<file path="src/rtl/buzzer_pkg.sv">
// Shared note encoding and equal-tempered pitch table for the buzzer path.
// Pure constants and a helper; no logic, no latency, no backpressure.
package buzzer_pkg;

   localparam int                NOTE_W      = 6;
   localparam logic [NOTE_W-1:0] NOTE_SILENT = 6'd0;
   localparam logic [NOTE_W-1:0] NOTE_MAX    = 6'd48;

   localparam logic [NOTE_W-1:0] NOTE_C3 = 6'd1;
   localparam logic [NOTE_W-1:0] NOTE_A3 = 6'd10;
   localparam logic [NOTE_W-1:0] NOTE_A4 = 6'd22;
   localparam logic [NOTE_W-1:0] NOTE_A5 = 6'd34;

   // Chromatic C3..B6 in centi-Hz, A4 = 440.00 Hz.
   localparam int unsigned F_CENTI [1:48] = '{
       13081,  13859,  14683,  15556,  16481,  17461,
       18500,  19600,  20765,  22000,  23308,  24694,
       26163,  27718,  29366,  31113,  32963,  34923,
       36999,  39200,  41530,  44000,  46616,  49388,
       52325,  55437,  58733,  62225,  65926,  69846,
       73999,  78399,  83061,  88000,  93233,  98777,
      104650, 110873, 117466, 124451, 131851, 139691,
      147998, 156798, 166122, 176000, 186466, 197553
   };

   function automatic logic note_is_tone(input logic [NOTE_W-1:0] n);
      return (n != NOTE_SILENT) && (n <= NOTE_MAX);
   endfunction

endpackage

</file>
<file path="src/rtl/buzzer_tone_generator_rom.sv">
// Note index to half-period clock count; combinational, zero latency, no backpressure.
// Silent or out-of-table indices return 0.
module note_period_rom
   import buzzer_pkg::*;
#(
   parameter int unsigned CLK_HZ = 100_000_000,
   parameter int unsigned CNT_W  = 20
) (
   input  logic [NOTE_W-1:0] note_i,
   output logic [CNT_W-1:0]  half_o
);

   logic [CNT_W-1:0] tbl [0:(1<<NOTE_W)-1];

   genvar i;
   generate
      for (i = 0; i < (1 << NOTE_W); i++) begin : g_tbl
         if (i >= 1 && i <= int'(NOTE_MAX)) begin : g_note
            // 64-bit so CLK_HZ*50 cannot overflow at elaboration.
            localparam longint unsigned RAW     = (64'(CLK_HZ) * 64'd50) / 64'(F_CENTI[i]);
            localparam longint unsigned CLAMPED = (RAW < 64'd2) ? 64'd2 : RAW;
            assign tbl[i] = CLAMPED[CNT_W-1:0];
         end else begin : g_silent
            assign tbl[i] = '0;
         end
      end
   endgenerate

   assign half_o = tbl[note_i];

endmodule

</file>
<file path="src/rtl/buzzer_tone_generator.sv">
// Square-wave buzzer drive from a note index; 2-edge note-to-output latency.
// No backpressure: the note input is sampled every cycle.
module buzzer_tone_generator
   import buzzer_pkg::*;
#(
   parameter int unsigned CLK_HZ = 100_000_000,
   parameter int unsigned CNT_W  = 20
) (
   input  logic              clk,
   input  logic              reset,
   input  logic [NOTE_W-1:0] note,
   output logic              buzzer,
   output logic              tone_active
);

   localparam logic [0:0] ST_SILENT = 1'b0;
   localparam logic [0:0] ST_TONE   = 1'b1;

   logic [NOTE_W-1:0] note_q;
   logic [0:0]        state_q,  state_d;
   logic [CNT_W-1:0]  period_q, period_d;
   logic [CNT_W-1:0]  cnt_q,    cnt_d;
   logic              buzzer_q, buzzer_d;
   logic              tone_q,   tone_d;
   logic [CNT_W-1:0]  half;
   logic              note_ok;

   note_period_rom #(
      .CLK_HZ (CLK_HZ),
      .CNT_W  (CNT_W)
   ) u_rom (
      .note_i (note_q),
      .half_o (half)
   );

   assign note_ok = note_is_tone(note_q);

   always_comb begin
      state_d  = state_q;
      period_d = period_q;
      cnt_d    = cnt_q;
      buzzer_d = buzzer_q;
      tone_d   = tone_q;
      case (state_q)
         ST_SILENT: begin
            buzzer_d = 1'b0;
            tone_d   = 1'b0;
            cnt_d    = '0;
            if (note_ok) begin
               period_d = half;
               buzzer_d = 1'b1;
               tone_d   = 1'b1;
               state_d  = ST_TONE;
            end
         end
         ST_TONE: begin
            if (!note_ok) begin
               buzzer_d = 1'b0;
               tone_d   = 1'b0;
               cnt_d    = '0;
               state_d  = ST_SILENT;
            end else if (cnt_q == period_q - CNT_W'(1)) begin
               // Pitch is only picked up here so no half-period is ever cut short.
               buzzer_d = ~buzzer_q;
               cnt_d    = '0;
               period_d = half;
            end else begin
               cnt_d = cnt_q + CNT_W'(1);
            end
         end
         default: begin
            state_d = ST_SILENT;
         end
      endcase
   end

   always_ff @(posedge clk) begin
      if (reset) begin
         note_q   <= NOTE_SILENT;
         state_q  <= ST_SILENT;
         period_q <= '0;
         cnt_q    <= '0;
         buzzer_q <= 1'b0;
         tone_q   <= 1'b0;
      end else begin
         note_q   <= note;
         state_q  <= state_d;
         period_q <= period_d;
         cnt_q    <= cnt_d;
         buzzer_q <= buzzer_d;
         tone_q   <= tone_d;
      end
   end

   assign buzzer      = buzzer_q;
   assign tone_active = tone_q;

endmodule

</file>
<file path="config.mk">
export PLATFORM = sky130hd
export DESIGN_NAME = buzzer_tone_generator
export DESIGN_NICKNAME = d
export VERILOG_FILES = /design/src/rtl/buzzer_pkg.sv /design/src/rtl/buzzer_tone_generator_rom.sv /design/src/rtl/buzzer_tone_generator.sv
export SDC_FILE = /design/constraint.sdc
export NUM_CORES = 1
export LEC_CHECK = 0
export BUFFER_PORTS_ARGS = -buffer_cell sky130_fd_sc_hd__buf_2
export CORE_MARGIN = 10
export CORE_UTILIZATION = 57
export CTS_CLUSTER_SIZE = 8
export DETAILED_ROUTE_END_ITERATION = 7
export PLACE_DENSITY = 0.74
export SYNTH_ARGS = -nofsm -noshare
export SYNTH_HDL_FRONTEND = slang
export SYNTH_SLANG_ARGS = --single-unit
export TNS_END_PERCENT = 5
</file>
<file path="constraint.sdc">
create_clock -name clk -period 8.65 [get_ports clk]
set_input_delay 0.4325 -clock clk [delete_from_list [all_inputs] [get_ports clk]]
set_output_delay 0.4325 -clock clk [all_outputs]
set_load 0.02 [all_outputs]
</file>
==> flow_summary.html <==
<table>
<tr><th>Metric</th><th>Value</th></tr>
<tr><th colspan="2">Place</th></tr>
<tr><td>Placed wire-length estimate after detailed placement</td><td>between 7 and 8 mm</td></tr>
<tr><td>Final GP Congestion</td><td>slightly below 1</td></tr>
<tr><td>Cells after DPL</td><td>573</td></tr>
<tr><td>IO Port Bufs</td><td>9</td></tr>
<tr><td>Total cell area at the placement stage</td><td>between 0.003 and 0.004 sq mm</td></tr>
<tr><th colspan="2">Clock network</th></tr>
<tr><td>Setup Fix Bufs, Post-CTS</td><td>0</td></tr>
<tr><td>Resize count post-CTS</td><td>0</td></tr>
<tr><td>Number of sinks driven by the clock tree</td><td>48</td></tr>
<tr><td>Insertion delay to the later sink of the worst-skew pair</td><td>0.31 ns</td></tr>
<tr><td>Max clock buf depth</td><td>2</td></tr>
<tr><td>Clock tree from TritonCTS</td><td>yes</td></tr>
<tr><td>Total clock buffers created by CTS</td><td>5</td></tr>
<tr><td>Count of H-tree levels built during CTS</td><td>2</td></tr>
<tr><td>Clk pin slew, worst setup/hold paths</td><td>approximately 0.090 ns</td></tr>
<tr><td>Buffer type at the clock tree root</td><td>sky130_fd_sc_hd__clkbuf_8</td></tr>
<tr><td>Total of hold buffers inserted after clock tree synthesis</td><td>0</td></tr>
<tr><th colspan="2">Timing</th></tr>
<tr><td>Total negative setup slack</td><td>0 ns</td></tr>
<tr><td>Relative slew slack</td><td>0.339</td></tr>
<tr><td>Setup Viol. Count Final</td><td>0</td></tr>
<tr><td>Setup skew after layout</td><td>roughly 0.009 ns</td></tr>
<tr><td>Post-route fraction of the period consumed by the critical path</td><td>0.404</td></tr>
<tr><td>Worst-margin pin slew</td><td>between 0.9 and 1 ns</td></tr>
<tr><td>Final count of hold timing violations</td><td>0</td></tr>
<tr><td>Final slew viol count</td><td>0</td></tr>
<tr><td>Maximum clock frequency</td><td>around 0.29 GHz</td></tr>
<tr><td>Time the worst path needs with I/O delays and setup</td><td>around 3.5 ns</td></tr>
<tr><td>RSZ-0062 raised after global routing</td><td>no</td></tr>
<tr><td>Worst Hold Margin</td><td>~0.33 ns</td></tr>
<tr><th colspan="2">Route</th></tr>
<tr><td>Post-route antenna net violation count</td><td>0</td></tr>
<tr><td>Via/cell ratio</td><td>6.46</td></tr>
<tr><td>Per-cell routed wire length</td><td>17.9 microns</td></tr>
<tr><td>Count of vias placed by the detailed router</td><td>3,751</td></tr>
<tr><td>DRC errors left</td><td>0</td></tr>
<tr><td>Initial DRC count</td><td>about 280</td></tr>
<tr><td>Router iterations before antenna repair</td><td>5</td></tr>
<tr><td>Wire length after detailed routing</td><td>10.4 mm</td></tr>
<tr><th colspan="2">Setup path</th></tr>
<tr><td>Type of element launching the critical path</td><td>register</td></tr>
<tr><td>Worst r2r path cells</td><td>8</td></tr>
<tr><td>Worst endpoint required time</td><td>8.85 ns</td></tr>
<tr><td>FF-to-FF End</td><td>period_q[16]</td></tr>
<tr><td>Startpoint of the worst-slack reg-to-reg timing path</td><td>note_q[2]</td></tr>
<tr><td>Crit path max fanout</td><td>62</td></tr>
<tr><td>Worst Setup Path Type</td><td>register to register</td></tr>
<tr><td>Arrival @ worst endpoint</td><td>3.70 ns</td></tr>
<tr><td>Critical path capture point type</td><td>register</td></tr>
<tr><td>Worst-case register-to-register setup slack</td><td>just over 5 ns</td></tr>
<tr><th colspan="2">Power and ir drop</th></tr>
<tr><td>Clock network fraction of design power</td><td>0.303</td></tr>
<tr><td>Sequential fraction of design power</td><td>0.391</td></tr>
<tr><td>Post-layout total power</td><td>between 600 and 700 uW</td></tr>
<tr><td>Net switching power</td><td>224 uW</td></tr>
<tr><td>Power density over the cells</td><td>around 160 mW/mm^2</td></tr>
<tr><td>Internal power of the cells</td><td>approximately 430 uW</td></tr>
<tr><td>P_leak</td><td>about 1.6 nW</td></tr>
<tr><td>IR Drop Worst-Case VDD</td><td>0.0000719 V</td></tr>
<tr><td>Power share of the combinational group</td><td>0.306</td></tr>
<tr><td>Sw Ratio</td><td>0.342</td></tr>
<tr><th colspan="2">Synthesis</th></tr>
<tr><td>Synthesized instance count</td><td>521</td></tr>
<tr><td>Number of synthesized flops with an enable pin</td><td>0</td></tr>
<tr><td>Top cell type's share of synthesized area</td><td>0.244</td></tr>
<tr><td>Post-synth top area cell</td><td>sky130_fd_sc_hd__dfxtp_1</td></tr>
<tr><td>Ys flop type</td><td>sky130_fd_sc_hd__dfxtp_1</td></tr>
<tr><td>Total nets after synthesis</td><td>540</td></tr>
<tr><td>Synthesized area per cell</td><td>between 7 and 8 sq um</td></tr>
<tr><td>Mapped Area</td><td>between 0.003 and 0.004 sq mm</td></tr>
<tr><td>Cell types occupying the most area after synthesis</td><td>sky130_fd_sc_hd__dfxtp_1, sky130_fd_sc_hd__nor2_1, sky130_fd_sc_hd__nand2_1, sky130_fd_sc_hd__xor2_1, sky130_fd_sc_hd__mux2i_1</td></tr>
<tr><td>Synth warnings</td><td>0</td></tr>
<tr><td>Async set or reset register ratio after synthesis</td><td>0</td></tr>
<tr><td>Sequential area share after synthesis</td><td>0.244</td></tr>
<tr><td>Synth unique cells</td><td>64</td></tr>
<tr><td>Post-synthesis register bit count</td><td>48</td></tr>
<tr><th colspan="2">Floorplan</th></tr>
<tr><td>Floorplan core area</td><td>0.00676 sq mm</td></tr>
<tr><td>Rows</td><td>30</td></tr>
<tr><td>Chip width</td><td>103 microns</td></tr>
<tr><td>Die Outline Area</td><td>between 0.01 and 0.015 sq mm</td></tr>
<tr><td>Number of I/O pins</td><td>10</td></tr>
<tr><td>Height of the chip</td><td>roughly 100 microns</td></tr>
<tr><td>Initial cell density of the core</td><td>0.583</td></tr>
<tr><th colspan="2">Hold path</th></tr>
<tr><td>Worst hold path type</td><td>input pin to register</td></tr>
<tr><td>Worst-case hold path end point</td><td>note_q[1]</td></tr>
<tr><td>Worst hold path startpoint</td><td>note[1]</td></tr>
<tr><td>Number of cells on the worst hold path</td><td>2</td></tr>
<tr><th colspan="2">Cells and area</th></tr>
<tr><td>FILL cells</td><td>620</td></tr>
<tr><td>Area overhead of the layout relative to synthesis</td><td>3.46%</td></tr>
<tr><td>Final-stage net count</td><td>between 500 and 600</td></tr>
<tr><td>Final antenna diode count</td><td>0</td></tr>
<tr><td>Share of final-layout standard cells stronger than drive strength 1</td><td>0.0818</td></tr>
<tr><td>Non-Filler Instances</td><td>between 500 and 600</td></tr>
<tr><td>Cell area after layout</td><td>a little over 0.004 sq mm</td></tr>
<tr><th colspan="2">Global route</th></tr>
<tr><td>First-pass GRT wire length</td><td>between 15 and 20 mm</td></tr>
<tr><td>Vias in the first global route</td><td>roughly 3,500</td></tr>
<tr><td>Total global routing overflow</td><td>0</td></tr>
<tr><td>Tot GR Track Use</td><td>0.202</td></tr>
<tr><td>Initial antenna violation count</td><td>0</td></tr>
<tr><td>Maximum number of pins on one net before global-route repair</td><td>63</td></tr>
<tr><th colspan="2">Job</th></tr>
<tr><td>Max Cap Viol</td><td>0</td></tr>
<tr><th colspan="2">Run status</th></tr>
<tr><td>Result of the run</td><td>complete, no violations</td></tr>
</table>
routing by layer:
metal,part of all wire,up-vias,track usage
met4,0.032,0,0.0759
li1,-,1823,-
met3,0.057,39,0.0335
met2,0.49,152,0.343
met1,0.42,1737,0.250
met5,0,-,0
synth_stat cells, types with 9 or more instances:
master,number
sky130_fd_sc_hd__inv_1,18
sky130_fd_sc_hd__xor2_1,22
sky130_fd_sc_hd__nor2b_1,9
sky130_fd_sc_hd__ha_1,11
sky130_fd_sc_hd__nand2_1,60
sky130_fd_sc_hd__nor2_1,63
sky130_fd_sc_hd__xnor2_1,20
sky130_fd_sc_hd__o21ai_0,27
sky130_fd_sc_hd__a21oi_1,27
sky130_fd_sc_hd__nand3_1,12
sky130_fd_sc_hd__mux2i_1,18
sky130_fd_sc_hd__clkbuf_1,32
sky130_fd_sc_hd__and3_1,9
sky130_fd_sc_hd__nor3_1,12
sky130_fd_sc_hd__dfxtp_1,48
per-stage QoR:
| stage | util | setup WS [ns] |
|---|---|---|
| 6_report | 0.603 | 5.16 |
| 5_1_grt | 0.603 | 4.88 |
| 4_1_cts | 0.603 | 5.19 |
| 3_5_place_dp | 0.583 | 5.24 |
| 3_3_place_gp | 0.583 | 5.30 |
| 2_1_floorplan | - | 5.71 |
logic make-up after synthesis:
kind of cell               share of synthesized area
muxes                                         0.0601
and+or+nand+nor                                0.259
xor gates and xnor gates                      0.0934
DFF                                            0.244
adders and majority gates                     0.0350
buffers and inverters                         0.0661
AOI/OAI and AO/OA                              0.242
state kept, by name, summed over array words and instances, names as in the netlist:
name / cells
buzzer: 1
cnt_q: 20
note_q: 6
period_q: 19
state_q: 1
tone_active: 1
placed cells by master, fill, tap and decap left out, types with 11 or more instances in the layout:
| master | synthesis | layout |
|---|---|---|
| sky130_fd_sc_hd__a21oi_1 | 27 | 27 |
| sky130_fd_sc_hd__dfxtp_1 | 48 | 47 |
| sky130_fd_sc_hd__ha_1 | 11 | 11 |
| sky130_fd_sc_hd__inv_1 | 18 | 18 |
| sky130_fd_sc_hd__mux2i_1 | 18 | 18 |
| sky130_fd_sc_hd__nand2_1 | 60 | 60 |
| sky130_fd_sc_hd__nand3_1 | 12 | 12 |
| sky130_fd_sc_hd__nor2_1 | 63 | 63 |
| sky130_fd_sc_hd__nor3_1 | 12 | 12 |
| sky130_fd_sc_hd__o21ai_0 | 27 | 27 |
| sky130_fd_sc_hd__xnor2_1 | 20 | 20 |
| sky130_fd_sc_hd__xor2_1 | 22 | 22 |
critical path, cell delays in order (launching register included):
cell	delay, ns
sky130_fd_sc_hd__dfxtp_2	0.32
sky130_fd_sc_hd__buf_4	0.45
sky130_fd_sc_hd__clkinv_1	0.57
sky130_fd_sc_hd__nand2_1	0.29
sky130_fd_sc_hd__o211ai_1	0.12
sky130_fd_sc_hd__nand2_1	0.22
sky130_fd_sc_hd__or2_2	0.20
sky130_fd_sc_hd__o31a_1	0.80
sky130_fd_sc_hd__mux2_1	0.38
final cells by class:
class / count / area (sq um) / share of cell area
inverter: 20 / 75.1 / 0.0184
tap: 80 / 100 / 0.0246
clock inverter: 3 / 68.8 / 0.0169
sequential: 48 / 962 / 0.236
clock buffer: 5 / 68.8 / 0.0169
timing repair buffer: 14 / 82.6 / 0.0203
multi-input combinational: 411 / 2720 / 0.667
power groups by stage:
stage	registers [mW]	clock network [mW]	logic, mW
detailed placement	0.260	0	0.196
global placement	0.259	0	0.194
finish	0.256	0.198	0.200
floorplan	0.251	0	0.167
CTS	0.255	0.203	0.197
global route	0.258	0.209	0.220
how the worst max path moves through the flow:
stage / startpoint / endpoint / slack (ns)
floorplan: period_q[0] / period_q[12] / 5.71
global placement: note_q[2] / period_q[16] / 5.30
detailed placement: note_q[2] / period_q[16] / 5.24
CTS: period_q[0] / period_q[12] / 5.19
global route: note_q[2] / period_q[16] / 4.88
finish: note_q[2] / period_q[16] / 5.16
Power figures use the tool's default switching activity.
